==> src/rtl/am_envelope_gen.sv <==
// am_envelope_gen
// Runtime-programmable AM envelope generator. A phase accumulator selects a
// point on one of four shapes (triangle, rising saw, square, falling saw);
// the shape is mixed with a programmable depth into an unsigned Q1.(OUT_W-1)
// envelope: env = (FS - d) + d*s/2^(OUT_W-1).
// New step/depth/wave settings arrive over a valid/ready handshake. They are
// held in a shadow copy and swapped into the active set on a phase wrap, so
// one period never mixes two configurations.

module am_envelope_gen #(
    parameter int               ACC_W         = 32,
    parameter int               OUT_W         = 16,
    parameter logic [ACC_W-1:0] STEP_DEFAULT  = ACC_W'(85899),
    parameter logic [OUT_W-1:0] DEPTH_DEFAULT = OUT_W'(16384),
    parameter logic [1:0]       WAVE_DEFAULT  = 2'd0
) (
    input  logic             clk,
    input  logic             rst_n,
    input  logic             i_enable,
    input  logic             i_cfg_valid,
    output logic             o_cfg_ready,
    input  logic [ACC_W-1:0] i_cfg_step,
    input  logic [OUT_W-1:0] i_cfg_depth,
    input  logic [1:0]       i_cfg_wave,
    output logic [OUT_W-1:0] o_env,
    output logic             o_env_valid,
    output logic             o_wrap
);

    // Shape samples are OUT_W-1 bits wide; FS is the largest of them.
    localparam int               SW = OUT_W - 1;
    localparam logic [OUT_W-1:0] FS = {1'b0, {SW{1'b1}}};

    localparam logic [1:0] WAVE_TRI  = 2'd0;
    localparam logic [1:0] WAVE_RSAW = 2'd1;
    localparam logic [1:0] WAVE_SQR  = 2'd2;
    localparam logic [1:0] WAVE_FSAW = 2'd3;

    // IDLE: disabled, configs apply at once. RUN: enabled, nothing pending.
    // ARMED: enabled, shadow waits for the next phase wrap.
    localparam logic [1:0] ST_IDLE  = 2'd0;
    localparam logic [1:0] ST_RUN   = 2'd1;
    localparam logic [1:0] ST_ARMED = 2'd2;

    // Depth above full scale would make (FS - d) negative; pin it to FS.
    function automatic logic [OUT_W-1:0] clamp_depth(input logic [OUT_W-1:0] d);
        return (d > FS) ? FS : d;
    endfunction

    // Shape value 0..FS for the current phase and selected waveform.
    function automatic logic [OUT_W-1:0] shape_of(input logic [ACC_W-1:0] acc,
                                                  input logic [1:0]       wave);
        logic [SW-1:0]    tri_v;
        logic [SW-1:0]    saw_v;
        logic [OUT_W-1:0] s;
        tri_v = acc[ACC_W-2 -: SW];
        saw_v = acc[ACC_W-1 -: SW];
        case (wave)
            WAVE_TRI:  s = acc[ACC_W-1] ? {1'b0, ~tri_v} : {1'b0, tri_v};
            WAVE_RSAW: s = {1'b0, saw_v};
            WAVE_SQR:  s = acc[ACC_W-1] ? '0 : FS;
            WAVE_FSAW: s = FS - {1'b0, saw_v};
            default:   s = '0;
        endcase
        return s;
    endfunction

    // Depth mix; with d, s <= FS the sum stays <= FS, so no saturation step.
    function automatic logic [OUT_W-1:0] mix_env(input logic [OUT_W-1:0] s,
                                                 input logic [OUT_W-1:0] d);
        logic [2*OUT_W-1:0] prod;
        prod = {{OUT_W{1'b0}}, d} * {{OUT_W{1'b0}}, s};
        return (FS - d) + prod[SW +: OUT_W];
    endfunction

    // Active configuration, shadow configuration, control state.
    logic [ACC_W-1:0] step_act;
    logic [OUT_W-1:0] depth_act;
    logic [1:0]       wave_act;
    logic [ACC_W-1:0] step_sh;
    logic [OUT_W-1:0] depth_sh;
    logic [1:0]       wave_sh;
    logic [1:0]       state;
    logic [1:0]       state_nxt;
    logic             cfg_accept;
    logic             load_sh;
    logic             apply_in;
    logic             apply_sh;

    // Phase accumulator and carry.
    logic [ACC_W-1:0] acc_p0;
    logic [ACC_W:0]   acc_sum;
    logic             wrap_now;
    logic             wrap_p0;

    // Pipeline registers.
    logic [OUT_W-1:0] s_p1;
    logic [OUT_W-1:0] d_p1;
    logic             vld_p1;
    logic             wrap_p1;

    assign o_cfg_ready = (state != ST_ARMED);
    assign cfg_accept  = i_cfg_valid & o_cfg_ready;
    assign acc_sum     = {1'b0, acc_p0} + {1'b0, step_act};
    assign wrap_now    = i_enable & acc_sum[ACC_W];
    assign load_sh     = cfg_accept;

    // Next-state and config-swap decisions.
    always_comb begin
        state_nxt = state;
        apply_in  = 1'b0;
        apply_sh  = 1'b0;
        case (state)
            ST_IDLE: begin
                apply_in = cfg_accept;
                if (i_enable) state_nxt = ST_RUN;
            end
            ST_RUN: begin
                if (!i_enable) begin
                    apply_in  = cfg_accept;
                    state_nxt = ST_IDLE;
                end else if (cfg_accept) begin
                    state_nxt = ST_ARMED;
                end
            end
            ST_ARMED: begin
                // An accept in the wrap cycle moved us here after that wrap
                // was evaluated, so only a later wrap releases the shadow.
                if (!i_enable) begin
                    apply_sh  = 1'b1;
                    state_nxt = ST_IDLE;
                end else if (wrap_now) begin
                    apply_sh  = 1'b1;
                    state_nxt = ST_RUN;
                end
            end
            default: state_nxt = ST_IDLE;
        endcase
    end

    // Control state register.
    always_ff @(posedge clk or negedge rst_n) begin
        if (!rst_n) state <= ST_IDLE;
        else        state <= state_nxt;
    end

    // Shadow capture on every accepted transfer; cleared by reset.
    always_ff @(posedge clk or negedge rst_n) begin
        if (!rst_n) begin
            step_sh  <= '0;
            depth_sh <= '0;
            wave_sh  <= '0;
        end else if (load_sh) begin
            step_sh  <= i_cfg_step;
            depth_sh <= i_cfg_depth;
            wave_sh  <= i_cfg_wave;
        end
    end

    // Active config: direct load while idle, shadow swap on wrap/disable.
    always_ff @(posedge clk or negedge rst_n) begin
        if (!rst_n) begin
            step_act  <= STEP_DEFAULT;
            depth_act <= DEPTH_DEFAULT;
            wave_act  <= WAVE_DEFAULT;
        end else if (apply_in) begin
            step_act  <= i_cfg_step;
            depth_act <= i_cfg_depth;
            wave_act  <= i_cfg_wave;
        end else if (apply_sh) begin
            step_act  <= step_sh;
            depth_act <= depth_sh;
            wave_act  <= wave_sh;
        end
    end

    // ---- stage p0: phase accumulator, held at 0 while disabled ----
    always_ff @(posedge clk or negedge rst_n) begin
        if (!rst_n) begin
            acc_p0  <= '0;
            wrap_p0 <= 1'b0;
        end else if (i_enable) begin
            acc_p0  <= acc_sum[ACC_W-1:0];
            wrap_p0 <= acc_sum[ACC_W];
        end else begin
            acc_p0  <= '0;
            wrap_p0 <= 1'b0;
        end
    end

    // ---- stage p1: shape and clamped depth ----
    always_ff @(posedge clk) begin
        s_p1 <= shape_of(acc_p0, wave_act);
        d_p1 <= clamp_depth(depth_act);
    end

    // Stage p1 control: valid follows the enable of the sampled phase.
    always_ff @(posedge clk or negedge rst_n) begin
        if (!rst_n) begin
            vld_p1  <= 1'b0;
            wrap_p1 <= 1'b0;
        end else begin
            vld_p1  <= i_enable;
            wrap_p1 <= wrap_p0;
        end
    end

    // ---- stage p2: mixed envelope output ----
    always_ff @(posedge clk or negedge rst_n) begin
        if (!rst_n) begin
            o_env       <= '0;
            o_env_valid <= 1'b0;
            o_wrap      <= 1'b0;
        end else begin
            o_env       <= mix_env(s_p1, d_p1);
            o_env_valid <= vld_p1;
            o_wrap      <= wrap_p1;
        end
    end

endmodule

==> config.mk <==
export PLATFORM = sky130hd
export DESIGN_NAME = am_envelope_gen
export DESIGN_NICKNAME = d
export VERILOG_FILES = /design/src/rtl/am_envelope_gen.sv
export SDC_FILE = /design/constraint.sdc
export NUM_CORES = 1
export LEC_CHECK = 0
export ABC_AREA = 1
export BUFFER_PORTS_ARGS = -buffer_cell sky130_fd_sc_hd__buf_2
export CAP_MARGIN = 20
export CORE_MARGIN = 4
export CORE_UTILIZATION = 40
export CTS_BUF_LIST = sky130_fd_sc_hd__clkbuf_4 sky130_fd_sc_hd__clkbuf_8 sky130_fd_sc_hd__clkbuf_16
export DETAILED_ROUTE_END_ITERATION = 16
export PLACE_DENSITY = 0.6
export REMOVE_ABC_BUFFERS = 1
export SYNTH_ARGS = -nofsm -noshare
export SYNTH_HDL_FRONTEND = slang
export SYNTH_SLANG_ARGS = --single-unit
==> constraint.sdc <==
create_clock -name clk -period 9.6 [get_ports clk]
set_clock_uncertainty 0.15 [all_clocks]
set_input_delay 1.92 -clock clk [delete_from_list [all_inputs] [get_ports clk]]
set_output_delay 1.92 -clock clk [all_outputs]
set_load 0.01 [all_outputs]
## Word-level counts from Yosys, hierarchy flattened

Cells that the tools add are included.

- Register bits: 187
- Bits of input ports: 54

- $add $sub $neg: 4
- Multipliers: 1
- Magnitude comparators: 1
- Equality and inequality tests: 9
- Muxes and demuxes: 22
- Bitwise logic cells: 3
- Reductions and logical operators: 4

Operator list:

| cell | number |
|---|---|
| 32-bit two-way mux | 3 |
| 16-bit one-hot mux with 4 select lines | 1 |
| 32-bit by 32-bit adder with 33-bit output | 1 |
| 16-bit two-way mux | 2 |
| 16-bit by 16-bit multiplier with 31-bit output | 1 |
| 15-bit two-way mux | 2 |
| 16-bit adder | 1 |
| 16-bit by 15-bit > comparator with 1-bit output (second input constant) | 1 |
| 15-bit by 15-bit subtractor with 16-bit output (first input constant) | 1 |
| 15-bit by 16-bit subtractor with 16-bit output (first input constant) | 1 |
| 15-bit NOT | 1 |
| 2-bit two-way mux | 7 |
| 2-bit == test (second input constant) | 3 |
| 3-bit != test (second input constant) | 2 |
| 2-bit one-hot mux with 3 select lines | 1 |
| 1-bit two-way mux | 5 |
| 2-bit by 1-bit == test with 1-bit output (second input constant) | 2 |
| 2-bit logical NOT | 2 |
| 2-bit != test (second input constant) | 2 |
| 3-bit AND reduction | 1 |
| 1-bit bitwise AND | 2 |
| 1-bit one-hot mux with 2 select lines | 1 |
| 2-bit nonzero test | 1 |

## Logic depth before layout (Yosys ltp)

Gate-level depths: netlist (run 1).

- Depth in word-level cells: 7
- Mapped depth: 38
- Depth with buffers taken out: 36

## Least setup slack after synthesis (run 1)

OpenSTA, ideal clock, no wires.

- Kind: register to register
- Start point: register d_p1[12]
- End point: register o_env[14]
- Setup time: 131 ps
- Data arrival time: 6405 ps
- Required time: 9319 ps
- Setup slack: 2915 ps
- Cell stages (with the launch flop): 30
- Buffers on the path: 2
- Period minus slack after synthesis: 6685 ps
- Cells stage by stage: dfxtp_1 clkbuf_1 clkbuf_1 nand2_1 fa_1 fa_1 fa_1 inv_1 fa_1 fa_1 inv_1 fa_1 inv_1 ha_1 nand2_1 nor2_1 inv_1 nor3_1 nand2_1 nand3_1 a21oi_1 xnor2_1 ha_1 ha_1 a21o_1 nand3_1 nand2_1 a21oi_1 o21ai_0 xor2_1

- Cells in the longest elaborated chain, start to end: 2
- Elaborated cells on any way between the ends: 3
- Those cells by class: add/sub (2); mul (1)

RTL lines:

| what | RTL line | source |
|---|---|---|
| start, declared | 98 | `logic [OUT_W-1:0] d_p1;` |
| start signal, assigned | 194 | `d_p1 <= clamp_depth(depth_act);` |
| 16-bit by 16-bit multiplier with 31-bit output / 15-bit by 16-bit subtractor with 16-bit output (equally long branches) | 72, 73 |  |
| 16-bit adder (*) | 73 | `return (FS - d) + prod[SW +: OUT_W];` |
| end signal, assigned | 215 | `o_env <= mix_env(s_p1, d_p1);` |
| end, declared | 25 | `output logic [OUT_W-1:0] o_env,` |

Mark *: on every way between the ends. The rest lies on a longest branch, timed or not.
A chain may end at the register's enable or synchronous reset.

## Worst setup path in the final report (run 1)

- Start point: register d_p1[7]
- End point: register o_env[13]

Same word-level chain as after synthesis.

==> results of run 1 <==
[per-layer routing]
metal | part of all wire | GRT usage | vias to the layer above
li1 | - | - | 7566
met2 | 0.47 | 0.319 | 272
met4 | 0.028 | 0.0593 | 0
met3 | 0.040 | 0.0343 | 87
met5 | 0 | 0 | -
met1 | 0.46 | 0.256 | 7350
[cells by family after synthesis]
group / count (synthesis)
AO/OA/AOI/OAI: 310
XOR/XNOR: 43
adder cells (fa/ha/maj): 350
buffers and inverters: 618
flip-flops: 186
other: 1
AND/OR/NAND/NOR: 989
[stage by stage]
step	setup slack, ps	util	std cells	instance area (µm²)	hold WS [ps]
after floorplan	3140	-	2392	18500	181
after global placement	1660	0.421	3078	19700	188
after detailed placement	1810	0.421	3078	19700	190
after CTS	1750	0.435	3110	20300	208
after global routing	1210	0.435	3111	20400	213
final	1750	0.435	3111	20400	203
[synth_stat cells (all sizes together)]
cell     instances  area [µm²]
o21ai          168         841
nor3            17        85.1
a21oi           96         495
o221ai           1        8.76
inv            512        1920
nand2          702        2930
dfstp           11         289
o211ai           1        7.51
a21boi           3        22.5
xnor2           29         254
nor2           132         508
conb             1        3.75
clkbuf          84         315
clkinv           1        3.75
dfrtp          144        3600
xor2            14         123
or2             19         119
nand4            5        31.3
nor4             3        18.8
a21o            13        97.6
a31oi            9        56.3
buf             21         176
nor3b            1        12.5
and2             2        12.5
nand3          108         553
o21bai          15         113
o2111ai          1        8.76
dfxtp           31         621
fa             181        3620
o31ai            1        7.51
o21a             2        15.0
ha             169        2110
[worst max-delay path, delay by kind of cell, from the launching register on]
| kind | cells | cell delay (ps) |
|---|---|---|
| adder cells (fa/ha/maj) | 9 | 4040 |
| flip-flops | 1 | 960 |
| buffers and inverters | 5 | 240 |
| AND/OR/NAND/NOR | 10 | 1310 |
| AO/OA/AOI/OAI | 3 | 830 |
| XOR/XNOR | 1 | 220 |
[final timing paths]
| kind | to | slack, ps | cells past startpoint |
|---|---|---|---|
| min reg2reg | o_env_valid | 200 | 0 |
| max reg2reg | o_env[13] | 1750 | 28 |
| max | o_env[13] | 1750 | 28 |
| max in group asynchronous | depth_act[14] | 6820 | 3 |
| min | o_env_valid | 200 | 0 |
| min in group asynchronous | o_env_valid | 1340 | 1 |
[cells in the final DEF, fill, tap and decap left out, types with 2 or more instances in the layout]
master,Yosys,layout
a21o_1,13,13
bufinv_16,0,3
nor4_1,3,3
a21boi_0,3,3
fa_1,181,181
inv_2,5,5
buf_4,0,7
and2_1,2,2
clkbuf_8,0,2
buf_2,13,71
o21ai_0,167,167
ha_1,169,169
nand3_1,107,106
dfrtp_1,144,144
xnor2_1,29,29
inv_6,0,6
nor2_1,129,129
xor2_1,14,14
clkbuf_16,0,17
o21bai_1,15,15
inv_1,507,507
nor3_1,17,17
nand2_2,110,111
nor2_2,2,2
nand2_1,590,589
a21oi_1,94,94
nand3_4,1,2
nand4_1,5,5
inv_8,0,2
dfstp_2,11,11
o21a_1,2,2
a31oi_1,9,9
dfxtp_1,31,31
or2_2,18,18
[area by class of cell]
type	instances	area (µm²)	share of cell area
multi-input combinational	1693	12100	0.593
timing repair buffer	80	447	0.0219
clock inverter	12	174	0.00854
clock buffer	20	460	0.0226
sequential	186	4510	0.222
tap	607	759	0.0373
inverter	513	1930	0.0946
[registers in the layout, summed over array words and instances, names as in the netlist]
register	cells
o_env_valid	1
depth_sh	16
s_p1	15
step_sh	32
o_env	16
wave_sh	2
wrap_p0	1
state	2
wave_act	2
vld_p1	1
acc_p0	32
wrap_p1	1
o_wrap	1
step_act	32
d_p1	16
depth_act	16
==> results.txt, run 1 <==
status = completed
Total GRT Usage = 0.192
IO Count = 73
CTS resizes = 0
crit-path most repeated cell = nand2_1
CP arrival = 8090 ps
antenna violations before repair = 0
CTS buffer count = 17
# hold bufs at CTS = 0
Final Critical Period = 7850 ps
WP data required = 9840 ps
Synth Area in XOR/XNOR = 0.0198
share of layout cells above drive strength 1 = 0.107
clock slew at reported path FFs = 80 ps
HP Class = register to register
post-synthesis mux area share = 0
CTS Buffer Depth = 2
Synth Warn # = 0
DR WL/cell = 15.2 µm
largest net degree at the start of global routing = 102
CP max stage cell = dfxtp_1
drt pass-1 iters = 5
Final period util = 0.818
remaining antenna violation count after routing = 0
relative slew slack = 0.300
vias in the first global route = 15.8k
vias per cell = 4.91
Clk Latency, worst-skew pair = 480 ps
Simple-Gate Fraction of Synth Area = 0.225
Mapped Area = 19,000 µm²
critical path startpoint category = register
Compound-Gate Fraction of Synth Area = 0.0881
core area = 46,800 µm²
initial core utilization = 0.406
Root Driver = clkbuf_16
Die ar. = 51,000 µm²
Worst Tran Pin Value = 1050 ps
RSZ-0062 raised after global routing = false
DP Wirelength = 36.7 mm
max-slew violations = 0
largest family of logic cells by synthesized area = adder cells
via count = 15.3k
drt total wl = 47.3 mm
CTS tree = yes
Post-Synthesis Cells = 2,497
# fillers = 4,765
sequential area share after synthesis = 0.238
critical hold path startpoint = vld_p1
Site Rows = 79
DR iter-0 viols = 913
RD Place Congestion = 0.909
setup bufs post-CTS = 0
ANT cells = 0
max-cap violation count = 0
Crit. End Element = register
Sink Count = 186
Final setup viols = 0
fmax = 0.127 GHz
global-route wire length before repair = 78.8 mm
Critical Path Fanout Max = 16
TNS Setup = 0 ps
Worst path max stage delay = 960 ps
die height = 226 µm
crit path from = d_p1[7]
# nets final = 2,895
Cell variety after synth = 45
critical path class = register to register
Critical R2R Launch = d_p1[7]
total grt overflow = 0
die span in x = 226 µm
average cell area after synthesis = 7.61 µm²
IO buf count = 72
flops & latches, synth = 186
Adder-Cell Fraction of Synth Area = 0.302
CTS HTree Levels = 4
Layout area overhead = 7.18%
DR DRC count = 0
Fin. Hold Viols = 0
Power of run 1 is not shown: default switching activity piles up to over one toggle a cycle in this logic, so the estimate is an artifact.
==> run 2: changes to the inputs <==
- PLACE_DENSITY: 0.6 -> 0.62
- clock period: 9.6 -> 6.69 ns (I/O delays scaled with it)
==> run 2 against run 1 <==
Final area up 9.8%; sequential cell count unchanged; sequential share of layout area down 1.7 points; via count grew 2.9%.
==> results.txt, run 2 (synthesized netlist as in run 1, its figures left out) <==
status = completed
critical path class = register to register
Root Driver = clkbuf_16
drt total wl = 49.1 mm (+3.9%)
clock slew at reported path FFs = 70 ps (about the same)
WP data required = 6910 ps (-2930 ps)
Worst path max stage delay = 570 ps (-390 ps)
relative slew slack = 0.333 (+0.0329)
crit-path most repeated cell = fa_1
# hold bufs at CTS = 0 (unchanged)
core area = 46,800 µm² (unchanged)
fmax = 0.151 GHz (+19%)
via count = 15.7k (+2.9%)
Final Critical Period = 6610 ps (-1250 ps)
most common cell after layout, fill and taps aside = nand2_1
CP max stage cell = fa_1
CTS tree = yes
CTS buffer count = 17 (unchanged)
Crit. End Element = register
# nets final = 3,015 (+4.1%)
Final setup viols = 0 (unchanged)
largest net degree at the start of global routing = 105 (+2.9%)
IO Count = 73 (unchanged)
IO buf count = 72 (unchanged)
antenna violations before repair = 0 (unchanged)
global-route wire length before repair = 80.6 mm (+2.3%)
Sink Count = 186 (unchanged)
Final period util = 0.988 (+0.170)
Worst Tran Pin Value = 1000 ps (-47.9 ps)
DP Wirelength = 38.7 mm (+5.2%)
DR DRC count = 0 (unchanged)
DR WL/cell = 15.2 µm (about the same)
share of layout cells above drive strength 1 = 0.216 (+0.109)
Site Rows = 79 (unchanged)
vias per cell = 4.86 (-0.92%)
Clk Latency, worst-skew pair = 480 ps (about the same)
final cell count without fillers = 3,231 (+3.9%)
RSZ-0062 raised after global routing = true
total grt overflow = 0 (unchanged)
Total GRT Usage = 0.195 (+0.00349)
Layout area overhead = 17.7%
DR iter-0 viols = 820 (-10%)
Critical Path Fanout Max = 7 (-9)
max-cap violation count = 0 (unchanged)
ANT cells = 0 (unchanged)
critical path startpoint category = register
vias in the first global route = 16.0k (+1.7%)
RD Place Congestion = 0.911 (+0.16%)
CP arrival = 6830 ps (-1260 ps)
HP Class = register to register
die span in x = 226 µm (unchanged)
max-slew violations = 0 (unchanged)
die height = 226 µm (unchanged)
top flop regs = acc_p0: 32 flops, step_act: 32 flops, step_sh: 32 flops
Placed Cells = 3,185 (+3.5%)
most frequent cells in the layout = 560 x nand2_1, 485 x inv_1, 175 x fa_1, 155 x o21ai_0, 144 x dfrtp_1
remaining antenna violation count after routing = 0 (unchanged)
drt pass-1 iters = 5 (unchanged)
initial core utilization = 0.406 (unchanged)
CTS Buffer Depth = 2 (unchanged)
Fin. Hold Viols = 0 (unchanged)
CTS HTree Levels = 4 (unchanged)
Die ar. = 51,000 µm² (unchanged)
==> run 2: layout make-up <==
cell class / count / area, µm²
Sequential cell: 186 / 4570
Tap cell: 607 / 759
Clock inverter: 9 / 111
Fill cell: 4505 / 24400
Inverter: 513 / 1930
Timing Repair Buffer: 200 / 1520
Clock buffer: 23 / 483
Multi-Input combinational cell: 1693 / 13000
==> run 2: worst paths after layout <==
kind                              start     endpoint  depth (start not counted)  slack [ps]
max in group asynchronous         rst_n     o_env[4]                          2        4200
min in group asynchronous         rst_n  o_env_valid                          1         810
worst min register to register   vld_p1  o_env_valid                          0         200
worst max-delay path            d_p1[8]    o_env[15]                         32          80
worst min-delay path             vld_p1  o_env_valid                          0         200
worst max register to register  d_p1[8]    o_env[15]                         32          80
==> run 2: metal layers <==
metal / track usage / wire [µm] / part of all wire / up-vias
li1: - / - / - / 7806
met1: 0.262 / 22300 / 0.45 / 7612
met2: 0.338 / 24400 / 0.50 / 247
met3: 0.0259 / 1630 / 0.033 / 53
met4: 0.0466 / 830 / 0.017 / 0
met5: 0 / 0 / 0 / -
==> run 2: repair_timing <==
item | in CTS | in global routing
resized for setup | 55 | 188
endpoints found under the setup margin | 13 | 13
setup buffers | 1 | 15
cloned | 0 | 0
pin swaps | 14 | 74
==> run 2: critical path: cells and delay by family, from the launching register on <==
kind	cells	cell delay (ps)
fa+ha+maj	9	3820
simple gates	9	710
compound gates	6	1010
buf+inv	8	470
flops	1	330
==> run 2: stage by stage <==
stage	setup slack, ps	cell area (µm²)	hold WS, ps	TNS, ps	util
finish	83.4	22400	203	0	0.478
global route	-160	22400	214	-746	0.478
CTS	1.49	21500	207	0	0.459
detailed placement	-326	20600	190	-2540	0.441
global placement	-286	20600	189	-1850	0.441
floorplan	228	18500	181	0	-
Power of run 2 is left out for the same reason.
